$ cat src/rtl/issue_dispatch_ctrl_pkg.sv
// Shared types for the issue dispatch controller: head-slot payload, FSM states
// and block-cause encoding.
package issue_dispatch_ctrl_pkg;

    localparam int unsigned REG_W = 5;

    typedef enum logic [2:0] {
        BLK_NONE   = 3'd0,
        BLK_EMPTY  = 3'd1,
        BLK_RAW    = 3'd2,
        BLK_LDUSE  = 3'd3,
        BLK_STRUCT = 3'd4,
        BLK_DIV    = 3'd5,
        BLK_SERIAL = 3'd6,
        BLK_STALL  = 3'd7
    } blk_cause_t;

    typedef enum logic [1:0] {
        ST_RUN   = 2'd0,
        ST_DRAIN = 2'd1,
        ST_SER   = 2'd2,
        ST_POST  = 2'd3
    } dispatch_state_t;

    typedef struct packed {
        logic             valid;
        logic [REG_W-1:0] rd;
        logic             rf_we;
        logic [REG_W-1:0] rs1;
        logic [REG_W-1:0] rs2;
        logic             is_load;
        logic             is_mem;
        logic             is_div;
        logic             is_ser;
    } slot_t;

    // True when slot s sources architectural register r (r0 never creates a dependency).
    function automatic logic reads_reg(input slot_t s, input logic [REG_W-1:0] r);
        return (r != '0) && ((s.rs1 == r) || (s.rs2 == r));
    endfunction

endpackage

$ cat src/rtl/issue_pair_check.sv
// Combinational check deciding whether head slot 1 may pair with slot 0,
// reporting the highest-priority reason when it may not.
module issue_pair_check
    import issue_dispatch_ctrl_pkg::*;
(
    input  slot_t      h0,
    input  slot_t      h1,
    input  logic       div_busy,
    input  logic       h1_ld_use,
    output logic       ok,
    output blk_cause_t cause
);

    logic raw;
    logic waw;
    logic mem_pair;
    logic div_hit;
    logic unused_fields;

    assign unused_fields = ^{h0.valid, h0.rs1, h0.rs2, h0.is_ser, h1.is_load};

    always_comb begin
        raw      = h0.rf_we && reads_reg(h1, h0.rd);
        waw      = h0.rf_we && h1.rf_we && (h0.rd == h1.rd) && (h0.rd != '0);
        mem_pair = h0.is_mem && h1.is_mem;
        div_hit  = h1.is_div && (h0.is_div || div_busy);

        cause = BLK_NONE;
        if (h1.valid && h1.is_ser)             cause = BLK_SERIAL;
        else if (!h1.valid)                    cause = BLK_EMPTY;
        else if (h1_ld_use)                    cause = BLK_LDUSE;
        else if (div_hit)                      cause = BLK_DIV;
        else if (raw)                          cause = BLK_RAW;
        else if (waw || mem_pair || h0.is_load) cause = BLK_STRUCT;

        ok = (cause == BLK_NONE);
    end

endmodule

$ cat src/rtl/issue_dispatch_ctrl.sv
// Per-cycle dual-issue decision between the issue buffer heads and the EX register,
// with load-use scoreboard, divider occupancy and CSR serialisation.
module issue_dispatch_ctrl
    import issue_dispatch_ctrl_pkg::*;
#(
    parameter int unsigned DIV_LAT = 18,
    parameter int unsigned CNT_W   = 32
) (
    input  logic             clk,
    input  logic             rstn,
    input  logic             h0_valid,
    input  logic             h1_valid,
    input  logic [4:0]       h0_rd,
    input  logic [4:0]       h1_rd,
    input  logic             h0_rf_we,
    input  logic             h1_rf_we,
    input  logic [4:0]       h0_rs1,
    input  logic [4:0]       h0_rs2,
    input  logic [4:0]       h1_rs1,
    input  logic [4:0]       h1_rs2,
    input  logic             h0_is_load,
    input  logic             h1_is_load,
    input  logic             h0_is_mem,
    input  logic             h1_is_mem,
    input  logic             h0_is_div,
    input  logic             h1_is_div,
    input  logic             h0_is_ser,
    input  logic             h1_is_ser,
    input  logic             pipe_empty,
    input  logic             flush_BR,
    input  logic             stall_DCache,
    input  logic             stall_div,
    output logic             issue_v0,
    output logic             issue_v1,
    output logic [1:0]       pop_num,
    output logic [2:0]       blk_cause,
    output logic [CNT_W-1:0] dual_cnt,
    output logic [CNT_W-1:0] single_cnt
);

    localparam int unsigned DIV_W = $clog2(DIV_LAT + 1);

    slot_t           s0;
    slot_t           s1;
    dispatch_state_t state;
    dispatch_state_t state_nxt;
    logic            ld_pend_v;
    logic [REG_W-1:0] ld_pend_rd;
    logic [DIV_W-1:0] div_cnt;
    logic            stall;
    logic            div_busy;
    logic            lu0;
    logic            lu1;
    logic            ser_head;
    logic            pair_ok;
    logic            div_issue;
    blk_cause_t      pair_cause;
    blk_cause_t      cause_nxt;

    assign s0 = '{valid: h0_valid, rd: h0_rd, rf_we: h0_rf_we, rs1: h0_rs1, rs2: h0_rs2,
                  is_load: h0_is_load, is_mem: h0_is_mem, is_div: h0_is_div, is_ser: h0_is_ser};
    assign s1 = '{valid: h1_valid, rd: h1_rd, rf_we: h1_rf_we, rs1: h1_rs1, rs2: h1_rs2,
                  is_load: h1_is_load, is_mem: h1_is_mem, is_div: h1_is_div, is_ser: h1_is_ser};

    issue_pair_check u_pair (
        .h0        (s0),
        .h1        (s1),
        .div_busy  (div_busy),
        .h1_ld_use (lu1),
        .ok        (pair_ok),
        .cause     (pair_cause)
    );

    // Issue decision, next state and block cause for this cycle.
    always_comb begin
        stall     = stall_DCache | stall_div;
        div_busy  = (div_cnt != '0);
        lu0       = ld_pend_v && reads_reg(s0, ld_pend_rd);
        lu1       = ld_pend_v && reads_reg(s1, ld_pend_rd);
        ser_head  = s0.valid && s0.is_ser;
        issue_v0  = 1'b0;
        issue_v1  = 1'b0;
        cause_nxt = BLK_NONE;
        state_nxt = state;

        if (flush_BR || stall) begin
            cause_nxt = BLK_STALL;
        end else begin
            case (state)
                ST_RUN: begin
                    if (ser_head) begin
                        cause_nxt = BLK_SERIAL;
                        state_nxt = ST_DRAIN;
                    end else if (!s0.valid)          cause_nxt = BLK_EMPTY;
                    else if (lu0)                    cause_nxt = BLK_LDUSE;
                    else if (s0.is_div && div_busy)  cause_nxt = BLK_DIV;
                    else begin
                        issue_v0  = rstn;
                        issue_v1  = rstn && pair_ok;
                        cause_nxt = pair_cause;
                    end
                end
                ST_DRAIN: begin
                    cause_nxt = BLK_SERIAL;
                    if (pipe_empty) state_nxt = ST_SER;
                end
                ST_SER: begin
                    if (s0.valid) begin
                        issue_v0  = rstn;
                        cause_nxt = BLK_SERIAL;
                        state_nxt = ST_POST;
                    end else begin
                        cause_nxt = BLK_EMPTY;
                    end
                end
                default: begin
                    cause_nxt = BLK_SERIAL;
                    if (pipe_empty) state_nxt = ST_RUN;
                end
            endcase
        end

        pop_num   = {1'b0, issue_v0} + {1'b0, issue_v1};
        div_issue = (issue_v0 && s0.is_div) || (issue_v1 && s1.is_div);
    end

    // Flush clears speculative tracking; stall freezes everything but the divider countdown.
    always_ff @(posedge clk or negedge rstn) begin
        if (!rstn) begin
            state      <= ST_RUN;
            ld_pend_v  <= 1'b0;
            ld_pend_rd <= '0;
            div_cnt    <= '0;
            blk_cause  <= '0;
            dual_cnt   <= '0;
            single_cnt <= '0;
        end else begin
            blk_cause <= cause_nxt;
            if (flush_BR) begin
                state     <= ST_RUN;
                ld_pend_v <= 1'b0;
                div_cnt   <= '0;
            end else begin
                if (div_issue)     div_cnt <= DIV_W'(DIV_LAT);
                else if (div_busy) div_cnt <= div_cnt - DIV_W'(1);

                if (!stall) begin
                    state <= state_nxt;
                    if (issue_v1 && s1.is_load && s1.rf_we && (s1.rd != '0)) begin
                        ld_pend_v  <= 1'b1;
                        ld_pend_rd <= s1.rd;
                    end else if (issue_v0 && s0.is_load && s0.rf_we && (s0.rd != '0)) begin
                        ld_pend_v  <= 1'b1;
                        ld_pend_rd <= s0.rd;
                    end else begin
                        ld_pend_v  <= 1'b0;
                    end

                    if (issue_v0 && issue_v1) dual_cnt   <= dual_cnt + CNT_W'(1);
                    else if (issue_v0)        single_cnt <= single_cnt + CNT_W'(1);
                end
            end
        end
    end

endmodule

$ cat config.mk
export PLATFORM = sky130hd
export DESIGN_NAME = issue_dispatch_ctrl
export DESIGN_NICKNAME = d
export VERILOG_FILES = /design/src/rtl/issue_dispatch_ctrl_pkg.sv /design/src/rtl/issue_pair_check.sv /design/src/rtl/issue_dispatch_ctrl.sv
export SDC_FILE = /design/constraint.sdc
export NUM_CORES = 1
export LEC_CHECK = 0
export BUFFER_PORTS_ARGS = -buffer_cell sky130_fd_sc_hd__buf_2
export CAP_MARGIN = 20
export CORE_MARGIN = 10
export CORE_UTILIZATION = 57
export DETAILED_ROUTE_END_ITERATION = 8
export PLACE_DENSITY = 0.86
export RECOVER_POWER = 100
export SYNTH_ARGS = -nofsm -noshare
export SYNTH_HDL_FRONTEND = slang
export SYNTH_SLANG_ARGS = --single-unit
$ cat constraint.sdc
create_clock -name clk -period 8.5 [get_ports clk]
set_input_delay 0.425 -clock clk [delete_from_list [all_inputs] [get_ports clk]]
set_output_delay 0.425 -clock clk [all_outputs]
set_load 0.03 [all_outputs]
---- Word level (Yosys, flattened, before mapping) ----
Cells that the tools add are included.
storage, ports and cells
  register bits after elaboration ......... 80
  bits of input ports ..................... 48
  output and inout port bits .............. 71
  logic and storage cells ................. 117
cells by class
  $add $sub $neg .......................... 4
  equal/unequal tests ..................... 14
  multiplexer cells ....................... 43
  bitwise gates (word level) .............. 4
  reductions and logical operators ........ 45
operators by type and width
  cell                     number
  $add A32 B1 Y32 const B  2
  $mux W3                  12
  $eq A5 B5 Y1             7
  $mux W5                  5
  $logic_and A1 B1 Y1      24
  $reduce_bool A5 Y1       4
  $mux W1                  16
  $mux W2                  7
  $ne A3 B3 Y1 const B     3
  $logic_or A1 B1 Y1       8
  $pmux W2 S3              1
  $pmux W3 S2              1
  $reduce_and A3 Y1        2
  $reduce_and A6 Y1        1
  $sub A5 B1 Y5 const B    1
  $ne A2 B2 Y1 const B     2
  $reduce_and A4 Y1        1
  $reduce_bool A4 Y1       1
  $logic_not A3 Y1         1
  $not A1 Y1               3
  $reduce_bool A3 Y1       1
  $add A1 B1 Y2            1
  $eq A2 B1 Y1 const B     1
  $eq A2 B2 Y1 const B     1
  other kinds (4)          4

---- Depth between registers and ports, before layout ----
  depth after elaboration ................. 25
  depth in mapped cells ................... 21
  depth with buffers taken out ............ 16

---- Cells and area by module ----
Synthesis repeated with hierarchy kept, for this count alone.
second synthesis, totals
  cell total of the unflattened synthesis .. 445
  area, all modules ....................... 4495.6 um^2
by module, submodules not included
  module               instances  cells each  area an instance (um^2)  sequential area each (um^2)
  issue_dispatch_ctrl  1          406         4226.6                   2001.9
  issue_pair_check     1          39          269.0                    0.0

---- Least setup slack after synthesis ----
No wires, ideal clock.
  path type ............................... flip-flop to flip-flop
  from .................................... register div_cnt[0]
  to ...................................... register dual_cnt[31]
  library setup time ...................... 0.133 ns
  data arrival time ....................... 4.569 ns
  data required time ...................... 8.367 ns
  path slack .............................. 3.799 ns
  stages on the path, launching flop included .. 19
  buffers on the path ..................... 3
  period minus slack after synthesis ...... 4.701 ns
  path through ............................ dfrtp_1 -> inv_1 -> ha_1 -> or4b_1 -> buf_2 -> o21ai_4 -> o311ai_1 -> or3_4 -> nor4_4 -> ha_1 -> buf_2 -> nor4b_4 -> nand4_1 -> nor2_1 -> and3_1 -> and3_1 -> clkbuf_1 -> nand4_1 -> xnor2_1
between the ends
  word-level cells in the longest chain between the ends .. 17
  elaborated cells between the ends (all ways) .. 24
  classes of those cells .................. mux: 16; reduce/logical: 8
ends and longest elaborated chain
  element                                 line                        source
  start: declaration                      issue_dispatch_ctrl.sv:49   logic [DIV_W-1:0] div_cnt;
  start signal: assignment                issue_dispatch_ctrl.sv:144  if (div_issue) div_cnt <= DIV_W'(DIV_LAT);
  start signal: assignment                issue_dispatch_ctrl.sv:145  else if (div_busy) div_cnt <= div_cnt - DIV_W'(1);
  $reduce_bool A5 Y1 (*)                  issue_dispatch_ctrl.sv:77   div_busy = (div_cnt != '0);
  $logic_or A1 B1 Y1                      issue_pair_check.sv:26      div_hit = h1.is_div && (h0.is_div || div_busy);
  $logic_and A1 B1 Y1                     issue_pair_check.sv:26
  $mux W3                                 issue_pair_check.sv:32      else if (div_hit) cause = BLK_DIV;
  $mux W3                                 issue_pair_check.sv:31      else if (h1_ld_use) cause = BLK_LDUSE;
  $mux W3                                 issue_pair_check.sv:30      else if (!h1.valid) cause = BLK_EMPTY;
  $mux W3                                 issue_pair_check.sv:29      if (h1.valid && h1.is_ser) cause = BLK_SERIAL;
  $logic_not A3 Y1                        issue_pair_check.sv:36      ok = (cause == BLK_NONE);
  (+2 left out)                           --
  $mux W1 (*)                             issue_dispatch_ctrl.sv:95   else if (lu0) cause_nxt = BLK_LDUSE;
  $mux W1 (*)                             issue_dispatch_ctrl.sv:94   end else if (!s0.valid) cause_nxt = BLK_EMPTY;
  $mux W1 (*)                             issue_dispatch_ctrl.sv:91   if (ser_head) begin
  $mux W1 (*)                             issue_dispatch_ctrl.sv:89   case (state)
  $mux W1 (*)                             issue_dispatch_ctrl.sv:86   if (flush_BR || stall) begin
  via issue_v1                            issue_dispatch_ctrl.sv:34   output logic issue_v1,
  $logic_and A1 B1 Y1 (*)                 issue_dispatch_ctrl.sv:159  if (issue_v0 && issue_v1) dual_cnt <= dual_cnt + CNT_W'(1);
  $reduce_and A3 Y1 (no source line) (*)  --
  end signal: assignment                  issue_dispatch_ctrl.sv:159
  end: declaration                        issue_dispatch_ctrl.sv:37   output logic [CNT_W-1:0] dual_cnt,
Mark *: on every way through the listed nets, which the timed path passes. The rest lies on a longest branch.
A chain may end at the register's enable or synchronous reset.

---- Worst setup path in the final report ----
  from .................................... input port rstn
  to ...................................... register dual_cnt[31]
between the ends
  word-level cells in the longest chain between the ends .. 9
  elaborated cells between the ends (all ways) .. 16
  classes of those cells .................. mux: 13; reduce/logical: 3
ends and longest elaborated chain
  element                                 line                        source
  start: declaration                      issue_dispatch_ctrl.sv:10   input logic rstn,
  $logic_and A1 B1 Y1                     issue_dispatch_ctrl.sv:99   issue_v1 = rstn && pair_ok;
  $mux W1                                 issue_dispatch_ctrl.sv:96   else if (s0.is_div && div_busy) cause_nxt = BLK_DIV;
  $mux W1                                 issue_dispatch_ctrl.sv:95
  $mux W1                                 issue_dispatch_ctrl.sv:94
  $mux W1                                 issue_dispatch_ctrl.sv:91
  $mux W1                                 issue_dispatch_ctrl.sv:89
  $mux W1                                 issue_dispatch_ctrl.sv:86
  $logic_and A1 B1 Y1 (*)                 issue_dispatch_ctrl.sv:159
  $reduce_and A3 Y1 (no source line) (*)  --
Every way passes the cells marked *; elsewhere a longest branch is shown, timed or not.

==> results by group <==
Drt
  • Vias per cell: approximately 5.6
  • Via count: about 3700
  • DRC: 0
  • Final WL: 11100 um
  • Routed Antenna Nets: 0
  • Pre-antenna DRT Iters: 4
  • Violation count after the first detailed-route iteration: 150
  • WL per Instance: roughly 17 um

Pwr
  • LEAKAGE: roughly 2.4 nW
  • Clk network pwr share: 0.357
  • Sw frac: 0.301
  • P_int: 0.633 mW
  • Combinational cell fraction of total power: 0.176
  • Seq pwr share: 0.467
  • Psw: between 0.2 and 0.3 mW
  • Pwr dens: ~170 mW/mm^2
  • Maximum vdd drop: 92.2 uV

Status
  • Status: finished with violations
  • Violated checks: capacitance limit, slew limit

Global route
  • Tot GR Track Use: 0.191
  • Global-route wire length before repair: 18400 um
  • Vias in the first global route: about 3900
  • Met2 Resource Use GR: 0.316
  • Met1 Usage GRT: 0.235
  • Gr ovfl total: 0
  • Largest net degree at the start of global routing: between 60 and 70
  • Routing usage on met3: 0.0559
  • Initial antenna violation count: 0
  • Gr busiest metal: met2

Timing
  • Endpoints failing hold: 0
  • Max Freq: 164 MHz
  • Fin Setup TNS: 0 ns
  • Fin crit share: 0.718
  • Clock period minus worst slack: between 6 and 7 ns
  • Worst Max-Slew Pin Slew: between 3 and 4 ns
  • RSZ-0062 raised after global routing: false
  • Max-slew violation count: 85
  • Max-slew headroom at the worst pin: -1.25
  • Final worst slack: 2.40 ns
  • Final clock skew: approximately 0.016 ns
  • Final setup viols: 0

Critical path
  • CP endpoint kind: register
  • CP delay by family, top: simple AND/OR/NAND/NOR gates
  • Startpoint types: primary input
  • Worst EP arrival: approximately 6.4 ns
  • Slowest-stage cell, CP: nor4b_1
  • CP cell instances: dlygate4sd3_1 -> clkbuf_1 -> nand3_1 -> o21bai_1 -> inv_1 -> o21ai_0 -> inv_1 -> ha_1 -> nor4b_1 -> nand4_1 -> nor2_1 -> and3_1 -> and3_1 -> nand4_1 -> xnor2_1
  • CP max stage delay: around 0.84 ns
  • Worst Path Required: around 8.8 ns
  • Crit Path Max Fanout: 19
  • Setup CP Type: in2reg
  • Crit path buf inv count: 4

Min path
  • Hold Crit Class: in2reg

Logic synthesis
  • Synth area leaders: dfrtp_1, xor2_1, xnor2_1
  • Yosys warning count: 0
  • Unique cell type count in the Yosys netlist: 50
  • Cell area after synthesis: 0.00446 sq mm
  • Syn_area_per_cell: roughly 10 sq um
  • Mapped Cells: 436
  • Post-synth top flop: dfrtp_1
  • Post-synth EDFFs: 0
  • Area leader, netlist: dfrtp_1
  • Yosys reg bits: 80
  • Post-synth ARST share: 1.00
  • Syn nets: between 400 and 500
  • Seq/Total Area, Yosys: 0.449
  • Synth top area share: 0.449

Clock network
  • Clk_lat worst skew: between 0.3 and 0.4 ns
  • TritonCTS Buffers: 9
  • CTS tree: built
  • CTS sink cnt: 80
  • CTS root buffer: clkbuf_8
  • CTS clk-pin slew, worst paths: 0.10 ns
  • Max H-tree Level: 3
  • Clock buffer depth: 2
  • # Post-CTS Setup Buffers: 0
  • Resized Gates After CTS: 0
  • Hold buffer count at CTS: 1

Floorplanning
  • Core area: between 0.007 and 0.008 sq mm
  • Full die area: ~0.012 sq mm
  • Num ports: between 100 and 150
  • Die Width: ~110 um
  • Die Y: approximately 110 um
  • Row count: 32
  • Starting Density: 0.583

Place
  • Port bufs: roughly 120
  • Post-DP HPWL: 8520 um
  • Worst slack, placed: ~3.6 ns
  • GP Congestion: about 0.94

Cells and area
  • Area Overhead vs Synth: 16.3%
  • Final net count: 604
  • Antenna Cells: 0
  • # fillers: between 600 and 700
  • Post-layout util: 0.678
  • Layout cells sized above 1: 0.128

Job
  • Max-Cap Viols: 2
path summary, 6_finish.rpt:
| path | start | endpoint | slack, ns | cells after the start |
|---|---|---|---|---|
| max | rstn | dual_cnt[31]$_DFFE_PN0P_ | 2.40 | 15 |
| min | h0_valid | blk_cause[2]$_DFF_PN0_ | 0.34 | 2 |
| max reg2reg | div_cnt[0]$_DFFE_PN0P_ | dual_cnt[31]$_DFFE_PN0P_ | 2.58 | 15 |
| min reg2reg | single_cnt[31]$_DFFE_PN0P_ | single_cnt[31]$_DFFE_PN0P_ | 0.49 | 1 |
| max in group asynchronous | rstn | single_cnt[17]$_DFFE_PN0P_ | 4.05 | 3 |
| min in group asynchronous | rstn | single_cnt[8]$_DFFE_PN0P_ | 0.73 | 2 |
worst reg2reg max path, stage by stage (launching register included):
cell and delay (ns):
dfrtp_1 0.40, inv_1 0.12, ha_1 0.20, or4b_1 0.58, o21ai_0 0.35, o311ai_1 0.18, or3_1 0.34, nor4_1 0.53
ha_1 0.72, nor4b_1 0.84, nand4_1 0.28, nor2_1 0.35, and3_1 0.31, and3_1 0.33, nand4_1 0.16, xnor2_1 0.15
layout by cell type, fill, tap and decap left out, types with 6 or more instances in the layout:
| master | netlist | final |
|---|---|---|
| dfrtp_1 | 80 | 80 |
| clkbuf_1 | 14 | 74 |
| xor2_1 | 53 | 53 |
| xnor2_1 | 46 | 46 |
| buf_2 | 5 | 46 |
| nor2_1 | 28 | 28 |
| nand2_1 | 27 | 27 |
| nand3_1 | 25 | 25 |
| nand4_1 | 19 | 19 |
| nor4_1 | 18 | 19 |
| and3_1 | 19 | 19 |
| inv_1 | 16 | 16 |
| nor3_1 | 10 | 10 |
| clkbuf_8 | 0 | 9 |
| ha_1 | 8 | 8 |
| a21oi_1 | 6 | 6 |
routing by layer:
layer | routed length (um) | part of all wire | up-vias
met1 | 4820 | 0.43 | 1777
met5 | 0 | 0 | -
met4 | 116 | 0.010 | 0
li1 | - | - | 1755
met3 | 812 | 0.073 | 10
met2 | 5400 | 0.48 | 132
power groups by stage:
stage                     Sequential, mW  Combinational (mW)  Clock (mW)
after floorplan                    0.426               0.114           0
after global placement             0.427               0.155           0
after detailed placement           0.429               0.167           0
after CTS                          0.422               0.168       0.330
after global routing               0.426               0.179       0.345
final                              0.422               0.159       0.323
final cells by class:
class                           count  area, sq um  share of cell area
Multi-Input combinational cell    320         2240               0.432
Sequential cell                    80         2000               0.386
Clock inverter                      7          111              0.0215
Inverter                           16         60.1              0.0116
Timing Repair Buffer              121          518               0.100
Tap cell                          102          128              0.0246
Clock buffer                        9          124              0.0239
synth_stat cells (2+ instances only):
cell type,n
a211oi_2,2
ha_1,8
o2bb2ai_1,3
a21oi_1,6
nand2_1,27
a211oi_1,2
a22oi_1,3
clkbuf_1,14
nor4_1,18
o21ai_1,2
o21ai_2,2
nor2_1,28
or4_1,3
and3_1,19
buf_2,5
and2_1,2
and4_1,4
o21ai_0,3
mux2_2,4
xnor2_1,46
nor3_1,10
o221ai_1,2
mux2_4,5
o211ai_1,2
nor4b_1,2
nand4_1,19
inv_1,16
xor2_1,53
nand3_1,25
dfrtp_1,80
a21o_1,2
cells by family after synthesis:
group / count (synthesis) / synth area share
AND/OR/NAND/NOR: 165 / 0.205
XOR/XNOR: 99 / 0.195
flip-flops: 80 / 0.449
AO/OA/AOI/OAI: 38 / 0.0682
buffers and inverters: 36 / 0.0317
multiplexers: 10 / 0.0292
adder cells (fa/ha/maj): 8 / 0.0225
stage by stage:
stage          total power [mW]  hold slack, ns  std cells  instance area, sq um
5_1_grt                   0.949           0.337        655                  5180
4_1_cts                   0.919           0.329        654                  5350
2_1_floorplan             0.540           0.129        436                  4460
6_report                  0.905           0.344        655                  5180
3_5_place_dp              0.596           0.306        637                  5100
3_3_place_gp              0.582           0.299        637                  5100
sequential cells by signal, summed over array words and instances, names as in the netlist:
register / flops
blk_cause: 3
div_cnt: 5
dual_cnt: 32
ld_pend_rd: 5
ld_pend_v: 1
single_cnt: 32
state: 2
No activity file was read; power rests on OpenSTA's default activity.
